===== config.mk =====
export PLATFORM = sky130hd
export DESIGN_NAME = alu_issue_ctrl
export DESIGN_NICKNAME = d
export VERILOG_FILES = /design/src/rtl/alu_pkg.sv /design/src/rtl/alu_cmd_fifo.sv /design/src/rtl/alu_issue_ctrl.sv
export SDC_FILE = /design/constraint.sdc
export NUM_CORES = 1
export LEC_CHECK = 0
export BUFFER_PORTS_ARGS = -buffer_cell sky130_fd_sc_hd__buf_2
export CAP_MARGIN = 20
export CELL_PAD_IN_SITES_DETAIL_PLACEMENT = 0
export CELL_PAD_IN_SITES_GLOBAL_PLACEMENT = 2
export CORE_ASPECT_RATIO = 0.75
export CORE_MARGIN = 4
export CORE_UTILIZATION = 43
export CTS_BUF_LIST = sky130_fd_sc_hd__clkbuf_4 sky130_fd_sc_hd__clkbuf_8
export DETAILED_ROUTE_END_ITERATION = 10
export GPL_TIMING_DRIVEN = 0
export PLACE_DENSITY_LB_ADDON = 0.1
export SYNTH_ARGS = -nofsm -noshare
export SYNTH_HDL_FRONTEND = slang
export SYNTH_SLANG_ARGS = --single-unit

===== constraint.sdc =====
create_clock -name clk -period 2.7 [get_ports clk]
set_input_delay 0.27 -clock clk [delete_from_list [all_inputs] [get_ports clk]]
set_output_delay 0.27 -clock clk [all_outputs]
set_load 0.1 [all_outputs]

===== src/rtl/alu_pkg.sv =====
// Shared definitions for the ALU issue front end: widths, opcodes,
// the queued command record and the issue FSM states.
package alu_pkg;

   localparam int ALU_DW  = 8;
   localparam int ALU_OPW = 4;
   localparam int ALU_TW  = 4;

   localparam logic [ALU_OPW-1:0] ALU_ADD = 4'd0;
   localparam logic [ALU_OPW-1:0] ALU_SUB = 4'd1;
   localparam logic [ALU_OPW-1:0] ALU_AND = 4'd2;
   localparam logic [ALU_OPW-1:0] ALU_OR  = 4'd3;
   localparam logic [ALU_OPW-1:0] ALU_XOR = 4'd4;

   typedef struct packed {
      logic [ALU_TW-1:0]  tag;
      logic [ALU_OPW-1:0] op;
      logic [ALU_DW-1:0]  a;
      logic [ALU_DW-1:0]  b;
   } alu_cmd_t;

   typedef enum logic [1:0] {
      IDLE,
      EXEC,
      RESP
   } issue_state_e;

endpackage


===== src/rtl/alu_cmd_fifo.sv =====
// Synchronous FIFO of issue commands; head entry is visible combinationally
// on rd_data whenever the FIFO is non-empty.
module alu_cmd_fifo
   import alu_pkg::*;
#(
   parameter int DEPTH = 4
) (
   input  logic     clk,
   input  logic     rst_n,
   input  logic     push,
   input  logic     pop,
   input  alu_cmd_t wr_data,
   output alu_cmd_t rd_data,
   output logic     full,
   output logic     empty
);

   localparam int AW = $clog2(DEPTH);
   localparam logic [AW:0] FULL_COUNT = (AW+1)'(DEPTH);

   alu_cmd_t      mem [DEPTH];
   logic [AW-1:0] wr_ptr;
   logic [AW-1:0] rd_ptr;
   logic [AW:0]   count;
   logic          do_push;
   logic          do_pop;

   assign full    = (count == FULL_COUNT);
   assign empty   = (count == '0);
   assign do_push = push && !full;
   assign do_pop  = pop && !empty;
   assign rd_data = mem[rd_ptr];

   // Pointers wrap naturally because DEPTH is a power of two.
   always_ff @(posedge clk) begin
      if (!rst_n) begin
         wr_ptr <= '0;
         rd_ptr <= '0;
         count  <= '0;
      end else begin
         if (do_push) wr_ptr <= wr_ptr + 1'b1;
         if (do_pop)  rd_ptr <= rd_ptr + 1'b1;
         case ({do_push, do_pop})
            2'b10:   count <= count + 1'b1;
            2'b01:   count <= count - 1'b1;
            default: count <= count;
         endcase
      end
   end

   always_ff @(posedge clk) begin
      if (do_push) mem[wr_ptr] <= wr_data;
   end

endmodule


===== src/rtl/alu_issue_ctrl.sv =====
// Issue stage in front of the combinational ALU: queues commands, drives the
// ALU one command at a time and returns tagged results in order.
module alu_issue_ctrl
   import alu_pkg::*;
#(
   parameter int DW    = ALU_DW,
   parameter int OPW   = ALU_OPW,
   parameter int DEPTH = 4,
   parameter int TW    = ALU_TW
) (
   input  logic           clk,
   input  logic           rst_n,
   input  logic           cmd_valid,
   output logic           cmd_ready,
   input  logic [DW-1:0]  cmd_a,
   input  logic [DW-1:0]  cmd_b,
   input  logic [OPW-1:0] cmd_op,
   output logic [DW-1:0]  alu_a,
   output logic [DW-1:0]  alu_b,
   output logic [OPW-1:0] alu_opcode,
   input  logic [DW-1:0]  alu_result,
   input  logic           alu_zero,
   output logic           rsp_valid,
   input  logic           rsp_ready,
   output logic [DW-1:0]  rsp_result,
   output logic           rsp_zero,
   output logic [TW-1:0]  rsp_tag,
   output logic           busy
);

   issue_state_e  state;
   alu_cmd_t      wr_data;
   alu_cmd_t      head;
   logic          full;
   logic          empty;
   logic          pop;
   logic [TW-1:0] tag_ctr;
   logic [TW-1:0] cur_tag;

   assign cmd_ready = !full;
   assign wr_data   = '{tag: tag_ctr, op: cmd_op, a: cmd_a, b: cmd_b};
   assign pop       = !empty && ((state == IDLE) || (state == RESP && rsp_ready));
   assign busy      = !empty || (state != IDLE);

   alu_cmd_fifo #(
      .DEPTH(DEPTH)
   ) u_fifo (
      .clk    (clk),
      .rst_n  (rst_n),
      .push   (cmd_valid),
      .pop    (pop),
      .wr_data(wr_data),
      .rd_data(head),
      .full   (full),
      .empty  (empty)
   );

   always_ff @(posedge clk) begin
      if (!rst_n) begin
         tag_ctr <= '0;
      end else if (cmd_valid && cmd_ready) begin
         tag_ctr <= tag_ctr + 1'b1;
      end
   end

   // A handshake in RESP may chain straight into the next EXEC when work is queued.
   always_ff @(posedge clk) begin
      if (!rst_n) begin
         state      <= IDLE;
         alu_a      <= '0;
         alu_b      <= '0;
         alu_opcode <= '0;
         cur_tag    <= '0;
         rsp_valid  <= 1'b0;
         rsp_result <= '0;
         rsp_zero   <= 1'b0;
         rsp_tag    <= '0;
      end else begin
         case (state)
            IDLE: begin
               if (!empty) begin
                  alu_a      <= head.a;
                  alu_b      <= head.b;
                  alu_opcode <= head.op;
                  cur_tag    <= head.tag;
                  state      <= EXEC;
               end
            end
            EXEC: begin
               rsp_result <= alu_result;
               rsp_zero   <= alu_zero;
               rsp_tag    <= cur_tag;
               rsp_valid  <= 1'b1;
               state      <= RESP;
            end
            RESP: begin
               if (rsp_ready) begin
                  rsp_valid <= 1'b0;
                  if (!empty) begin
                     alu_a      <= head.a;
                     alu_b      <= head.b;
                     alu_opcode <= head.op;
                     cur_tag    <= head.tag;
                     state      <= EXEC;
                  end else begin
                     state <= IDLE;
                  end
               end
            end
            default: state <= IDLE;
         endcase
      end
   end

endmodule


[Word-level counts from Yosys, hierarchy flattened]
Memory sizes are Yosys's and may differ from the RTL's. A register that Yosys moved wholly into a read port is not among the register bits.
Cells that the tools add are included.
Word-level totals
  register bits: 51
  bits in writable memories: 96
  input bits: 33
  output and inout port bits: 36
  word-level logic and storage cells: 66
  memories: 1
Memory list
  u_fifo.mem: depth 4, width 24, rd ports 1, clocked after Yosys merged registers in 1, wr ports 1, line alu_cmd_fifo.sv:21  | alu_cmd_t mem [DEPTH];
Operators by class
  $add $sub $neg: 5
  equality and inequality tests: 7
  muxes and demuxes: 23
  reduce and logical (&&, ||, !) cells: 17
Operators with widths (count)
  8-bit 2-to-1 mux: 4
  8-bit case mux with 2 select lines: 2
  4-bit 2-to-1 mux: 4
  4-bit case mux with 2 select lines: 2
  2-bit 2-to-1 mux: 4
  2-bit nonzero test: 4
  2-bit case mux with 3 select lines: 1
  3-bit case mux with 2 select lines: 1
  2-bit AND reduction: 3
  2-bit by 1-bit adder with 2-bit output (second input constant): 2
  4-bit by 1-bit adder with 4-bit output (second input constant): 1
  2-bit by 1-bit == test with 1-bit output (second input constant): 2
  2-bit == test (second input constant): 2
  1-bit logical AND: 4
  1-bit 2-to-1 mux: 4
  2-bit inequality test (second input constant): 2
  3-bit by 1-bit adder with 3-bit output (second input constant): 1
  3-bit == test (second input constant): 1
  3-bit logical NOT: 1
  3-bit by 1-bit subtractor with 3-bit output (second input constant): 1
  1-bit logical NOT: 2
  2-bit logical NOT: 1
  1-bit logical OR: 2
  1-bit case mux with 2 select lines: 1

[Logic depth before layout (Yosys ltp)]
  word-level depth: 7
  mapped depth: 9
  depth with buffers taken out: 9

[Cells and area by module]
A second synthesis with hierarchy kept.
Unflattened totals
  cell total of the unflattened synthesis: 384
  area total of the unflattened synthesis: 5811.8 um^2
Modules (own cells, without submodules)
  alu_cmd_fifo: instances 1, cells an instance 180, area an instance 3983.8 um^2, seq. area each 3062.9 um^2
  alu_issue_ctrl: instances 1, cells an instance 204, area an instance 1828.0 um^2, seq. area each 880.8 um^2

[Worst setup path before layout]
OpenSTA, ideal clock, no wires.
  kind: flip-flop to flip-flop
  from: register u_fifo.count[2]
  to: register u_fifo.count[2]
  setup time: 0.070 ns
  data arrival time: 2.882 ns
  path slack: -0.252 ns
  cell stages (with the launch flop): 10
  buffers on the path: 0
  clock period less this slack: 2.952 ns
  path through: dfxtp_1 -> nor3b_4 -> clkinv_1 -> nand2_1 -> ha_1 -> inv_1 -> fa_1 -> xor2_1 -> or3_1 -> a21oi_1
RTL lines
  start: declaration: line alu_cmd_fifo.sv:24  | logic [AW:0] count;
  start signal: assignment: line alu_cmd_fifo.sv:44  | 2'b10: count <= count + 1'b1;
  start signal: assignment: line alu_cmd_fifo.sv:45  | 2'b01: count <= count - 1'b1;
  start signal: assignment: line alu_cmd_fifo.sv:46  | default: count <= count;
  3-bit == test *: line alu_cmd_fifo.sv:28  | assign full = (count == FULL_COUNT);
  1-bit logical NOT *
  named net cmd_ready: line alu_issue_ctrl.sv:14  | output logic cmd_ready,
  1-bit logical AND *: line alu_cmd_fifo.sv:30  | assign do_push = push && !full;
  2-bit by 1-bit == test with 1-bit output or 2-bit == test (tied branches): line alu_cmd_fifo.sv:43  | case ({do_push, do_pop})
  3-bit case mux with 2 select lines or 2-bit nonzero test (tied branches)
Mark *: on every way through the listed nets, which the timed path passes. The rest lies on a longest branch.
A chain may end at the register's enable or synchronous reset.

[Final worst setup path]
  from: register u_fifo.count[0]
  to: register u_fifo.count[2]
On the way
  cells in the longest elaborated chain, start to end: 6
RTL lines
  3-bit logical NOT *: line alu_cmd_fifo.sv:29  | assign empty = (count == '0);
  1-bit logical NOT *: line alu_cmd_fifo.sv:31, alu_issue_ctrl.sv:42
  1-bit logical AND: line alu_issue_ctrl.sv:42  | assign pop = !empty && ((state == IDLE) || (state == RESP && rsp_ready));
  1-bit logical AND *: line alu_cmd_fifo.sv:31  | assign do_pop = pop && !empty;
  named net u_fifo.do_pop: line alu_cmd_fifo.sv:26  | logic do_pop;
  2-bit by 1-bit == test with 1-bit output or 2-bit == test (tied branches): line alu_cmd_fifo.sv:43
  3-bit case mux with 2 select lines or 2-bit nonzero test (tied branches)
Marks and branches as above.

==> metrics.log <==
INFO  metric outcome = finished clean
INFO  metric totalNegativeSetupSlack = 0 ns
INFO  metric die_h = 106 um
INFO  metric post-route-min-period = 2.48 ns
INFO  metric worstSetupPathType = flip-flop to flip-flop
INFO  metric overall_power_of_the_completed_layout = 0.00792 W
INFO  metric critical_path.max_stage_delay = slightly below 0.5 ns
INFO  metric yosys_warnings = 0
INFO  metric crit_path_start_kind = flip-flop
INFO  metric floorplan.die.width = 139 um
INFO  metric detail_route.first_pass.iterations = 4
INFO  metric hold_path_class = input port to flip-flop
INFO  metric crit_buf_inv = 2
INFO  metric grt_start_max_net_pins = 17
INFO  metric via_per_inst = ~5
INFO  metric syn_nets = 392
INFO  metric period_share = 92.0%
INFO  metric clock_insertion_delay_worst_skew = about 0.43 ns
INFO  metric areaGrowthSynthToFinish = 19.5%
INFO  metric max-vdd-ir-drop = ~560 uV
INFO  metric whs = ~0.048 ns
INFO  metric design.core.area = approximately 0.012 mm2
INFO  metric cts.root.buffer_cell = sky130_fd_sc_hd__clkbuf_8
INFO  metric gr_usage_total = between 10% and 20%
INFO  metric ctsHoldBuffers = 0
INFO  metric static-leakage-power = around 2.4 nW
INFO  metric cts_tree = built
INFO  metric r2r.worst_path.cells = 9
INFO  metric final_hold_viol_count = 0
INFO  metric wire_length_of_the_first_global_routing_pass = approximately 17000 um
INFO  metric relSlewSlack = approximately half
INFO  metric postRouteAntennaNets = 0
INFO  metric initialDrtViolationCount = roughly 120
INFO  metric min_delay_path_depth = 1
INFO  metric ys_ff_latch = approximately 150
INFO  metric unrepaired_setup_endpoints_after_global_routing = false
INFO  metric grt-ovfl-total = 0
INFO  metric worstPathRequired = slightly above 3 ns
INFO  metric routed_vias = 3128
INFO  metric maxCapViolCount = 0
INFO  metric wirelength = between 10000 and 15000 um
INFO  metric number_of_nets_in_the_finished_design = ~480
INFO  metric slowest_stage = sky130_fd_sc_hd__dfxtp_1
INFO  metric placement_rows = 35
INFO  metric worst_path_dominant_cell_family = simple AND/OR/NAND/NOR gates
INFO  metric port-buffer-count = 67
INFO  metric timing.final.max_slew_violations = 0
INFO  metric detailedPlacementHpwl = ~7000 um
INFO  metric post_synth_inst_count = about 350
INFO  metric remaining_drc_errors = 0
INFO  metric hold_path_startpoint = cmd_a[2]
INFO  metric cts_made_buffers = 17
INFO  metric syn-mean-instance-area = between 15 and 20 um2
INFO  metric fin_skew = 0.00990 ns
INFO  metric htree_num_levels = 4
INFO  metric yosysUniqueCellTypes = 33
INFO  metric p_per_area = ~1200 mW/mm2
INFO  metric worstSetupEndpointType = flip-flop
INFO  metric regToRegEndpoint = u_fifo.count[2]$_SDFFE_PN0P_
INFO  metric insertedDiodeCount = 0
INFO  metric synthesis.area = around 0.0055 mm2
INFO  metric path_clk_slew = about 0.080 ns
INFO  metric crit_path_cell_trace = nor3_4 > nor3_4 > buf_2 > ha_1 > inv_1 > fa_1 > xor2_1 > or3_1 > a21oi_1
INFO  metric cts_max_path_buffers = 2
INFO  metric cts_sink_count = 149
INFO  metric drt-wirelength-per-cell = 17.0 um
INFO  metric worst_path_most_repeated_cell = sky130_fd_sc_hd__nor3_4
INFO  metric maximum_fanout_count_along_the_critical_path = 10
INFO  metric die_area = between 0.01 and 0.015 mm2
INFO  metric worst-endpoint-arrival = between 2 and 3 ns
INFO  metric tightestPinTransition = about 0.76 ns
INFO  metric place_congestion = roughly 0.66
INFO  metric achievable-frequency = ~400 MHz
INFO  metric top_level_ports = roughly 70
INFO  metric number_of_antenna_violations_at_the_first_check_in_global_routing = 0
INFO  metric drive_gt1_share = roughly a third
INFO  metric worstHoldEndpoint = u_fifo.mem[0][10]$_DFFE_PP_
INFO  metric final_cell_count_without_fillers = 622
INFO  metric ff2ff_setup_slack = ~0.22 ns
INFO  metric initial_utilization = 44.6%
INFO  metric setup_viol_count_final = 0
INFO  metric via_count_of_the_first_global_routing_pass = 3182
INFO  metric dp.cells = a little under 600
INFO  metric timing.rr.start = u_fifo.count[0]$_SDFFE_PN0P_
INFO  metric share_of_synthesized_area_occupied_by_flip_flops_and_latches = 71.1%
## layer usage
| metal | routed length [um] | GRT usage, % | vias up | share of wire [%] |
|---|---|---|---|---|
| li1 | - | - | 1508 | - |
| met1 | 5060 | 20.5 | 1557 | 48 |
| met2 | 5050 | 24.1 | 56 | 48 |
| met3 | 410 | 4.63 | 7 | 3.9 |
| met4 | 69 | 3.98 | 0 | 0.65 |
| met5 | 0 | 0 | - | 0 |
## final cells by class
class | instances | area (um2)
Tap cell | 166 | 208
Multi-Input combinational cell | 175 | 1470
Timing Repair Buffer | 72 | 428
Clock inverter | 15 | 205
Sequential cell | 149 | 3940
Fill cell | 1105 | 5810
Clock buffer | 17 | 234
Buffer | 19 | 104
Inverter | 9 | 35.0
## per-stage QoR
stage	instance area (um2)	setup WS, ns	util [%]
5_1_grt	6630	0.0613	53.3
3_5_place_dp	6180	-0.203	49.7
2_1_floorplan	5550	0.171	-
6_report	6630	0.216	53.3
3_3_place_gp	6090	-0.163	49.0
4_1_cts	6630	0.183	53.3
## synthesized netlist by cell type (all sizes together)
cell	number	area [um2]
o2bb2ai	24	210
mux4	24	541
a21oi	23	115
xor2	2	17.5
clkbuf	5	18.8
nor3	3	31.3
o21ai	7	35.0
ha	6	75.1
mux2i	3	30.0
nor2	4	15.0
clkinv	1	3.75
edfxtp	96	2880
nand3	5	25.0
and2b	1	7.51
nor4b	1	8.76
nor4	1	21.3
fa	1	20.0
inv	8	30.0
o31ai	1	7.51
or4	1	7.51
or3	2	12.5
and3	4	25.0
dfxtp	53	1060
nor2b	1	6.26
nor3b	1	18.8
buf	14	85.1
nand2	55	206
nand2b	5	31.3
## registers in the layout (all words and copies together), names as in the netlist, 3 cells and up, named ones only
| name | cells |
|---|---|
| alu_opcode | 4 |
| cur_tag | 4 |
| rsp_result | 8 |
| alu_b | 8 |
| rsp_tag | 4 |
| u_fifo.count | 3 |
| tag_ctr | 4 |
| alu_a | 8 |
| u_fifo.mem | 96 |
## cells in the final DEF (no fill, tap or decap), types with 2 or more instances in the layout
| master | instances |
|---|---|
| sky130_fd_sc_hd__edfxtp_1 | 96 |
| sky130_fd_sc_hd__buf_2 | 75 |
| sky130_fd_sc_hd__nand2_1 | 55 |
| sky130_fd_sc_hd__dfxtp_1 | 53 |
| sky130_fd_sc_hd__mux4_2 | 24 |
| sky130_fd_sc_hd__o2bb2ai_1 | 24 |
| sky130_fd_sc_hd__a21oi_1 | 23 |
| sky130_fd_sc_hd__clkbuf_8 | 17 |
| sky130_fd_sc_hd__inv_1 | 8 |
| sky130_fd_sc_hd__o21ai_0 | 7 |
| sky130_fd_sc_hd__ha_1 | 6 |
| sky130_fd_sc_hd__clkbuf_1 | 5 |
| sky130_fd_sc_hd__nand2b_1 | 5 |
| sky130_fd_sc_hd__nand3_1 | 5 |
| sky130_fd_sc_hd__nor2_1 | 4 |
| sky130_fd_sc_hd__and3_1 | 4 |
| sky130_fd_sc_hd__bufinv_16 | 4 |
| sky130_fd_sc_hd__clkinv_4 | 4 |
| sky130_fd_sc_hd__clkinv_2 | 3 |
| sky130_fd_sc_hd__mux2i_1 | 3 |
| sky130_fd_sc_hd__buf_4 | 3 |
| sky130_fd_sc_hd__clkinvlp_4 | 3 |
| sky130_fd_sc_hd__nor3_4 | 2 |
| sky130_fd_sc_hd__buf_6 | 2 |
| sky130_fd_sc_hd__buf_1 | 2 |
| sky130_fd_sc_hd__or3_1 | 2 |
| sky130_fd_sc_hd__xor2_1 | 2 |
| sky130_fd_sc_hd__inv_6 | 2 |
| sky130_fd_sc_hd__buf_8 | 2 |
| sky130_fd_sc_hd__buf_16 | 2 |
## worst max-delay path by stage
stage | from | endpoint | slack, ns | depth (start not counted)
floorplan | u_fifo.count[2]$_SDFFE_PN0P_ | u_fifo.count[2]$_SDFFE_PN0P_ | 0.17 | 9
global placement | rsp_ready | u_fifo.count[2]$_SDFFE_PN0P_ | -0.16 | 10
detailed placement | u_fifo.count[0]$_SDFFE_PN0P_ | u_fifo.count[2]$_SDFFE_PN0P_ | -0.20 | 9
CTS | u_fifo.count[0]$_SDFFE_PN0P_ | u_fifo.count[2]$_SDFFE_PN0P_ | 0.18 | 9
global route | u_fifo.count[0]$_SDFFE_PN0P_ | u_fifo.count[2]$_SDFFE_PN0P_ | 0.06 | 9
finish | u_fifo.count[0]$_SDFFE_PN0P_ | u_fifo.count[2]$_SDFFE_PN0P_ | 0.22 | 9
## timing repair
item / CTS / global route
resized for setup: 1 / 0
buffers inserted: 1 / 0
setup endpoints to repair: 1 / 0
## power breakdown
part	switching, W	internal, W	total, W
Combinational	0.00229	0.000765	0.00305
Clock	0.000843	0.00101	0.00186
Sequential	0.000187	0.00282	0.00301
## cell families after synthesis
| logic type | synth area share, % |
|---|---|
| DFF | 71.1 |
| and+or+nand+nor | 7.51 |
| AOI/OAI and AO/OA | 6.63 |
| buffers and inverters | 2.48 |
| muxes | 10.3 |
| adders and majority gates | 1.71 |
| xor gates and xnor gates | 0.316 |
Note: power is estimated with default switching activity, not from simulation.
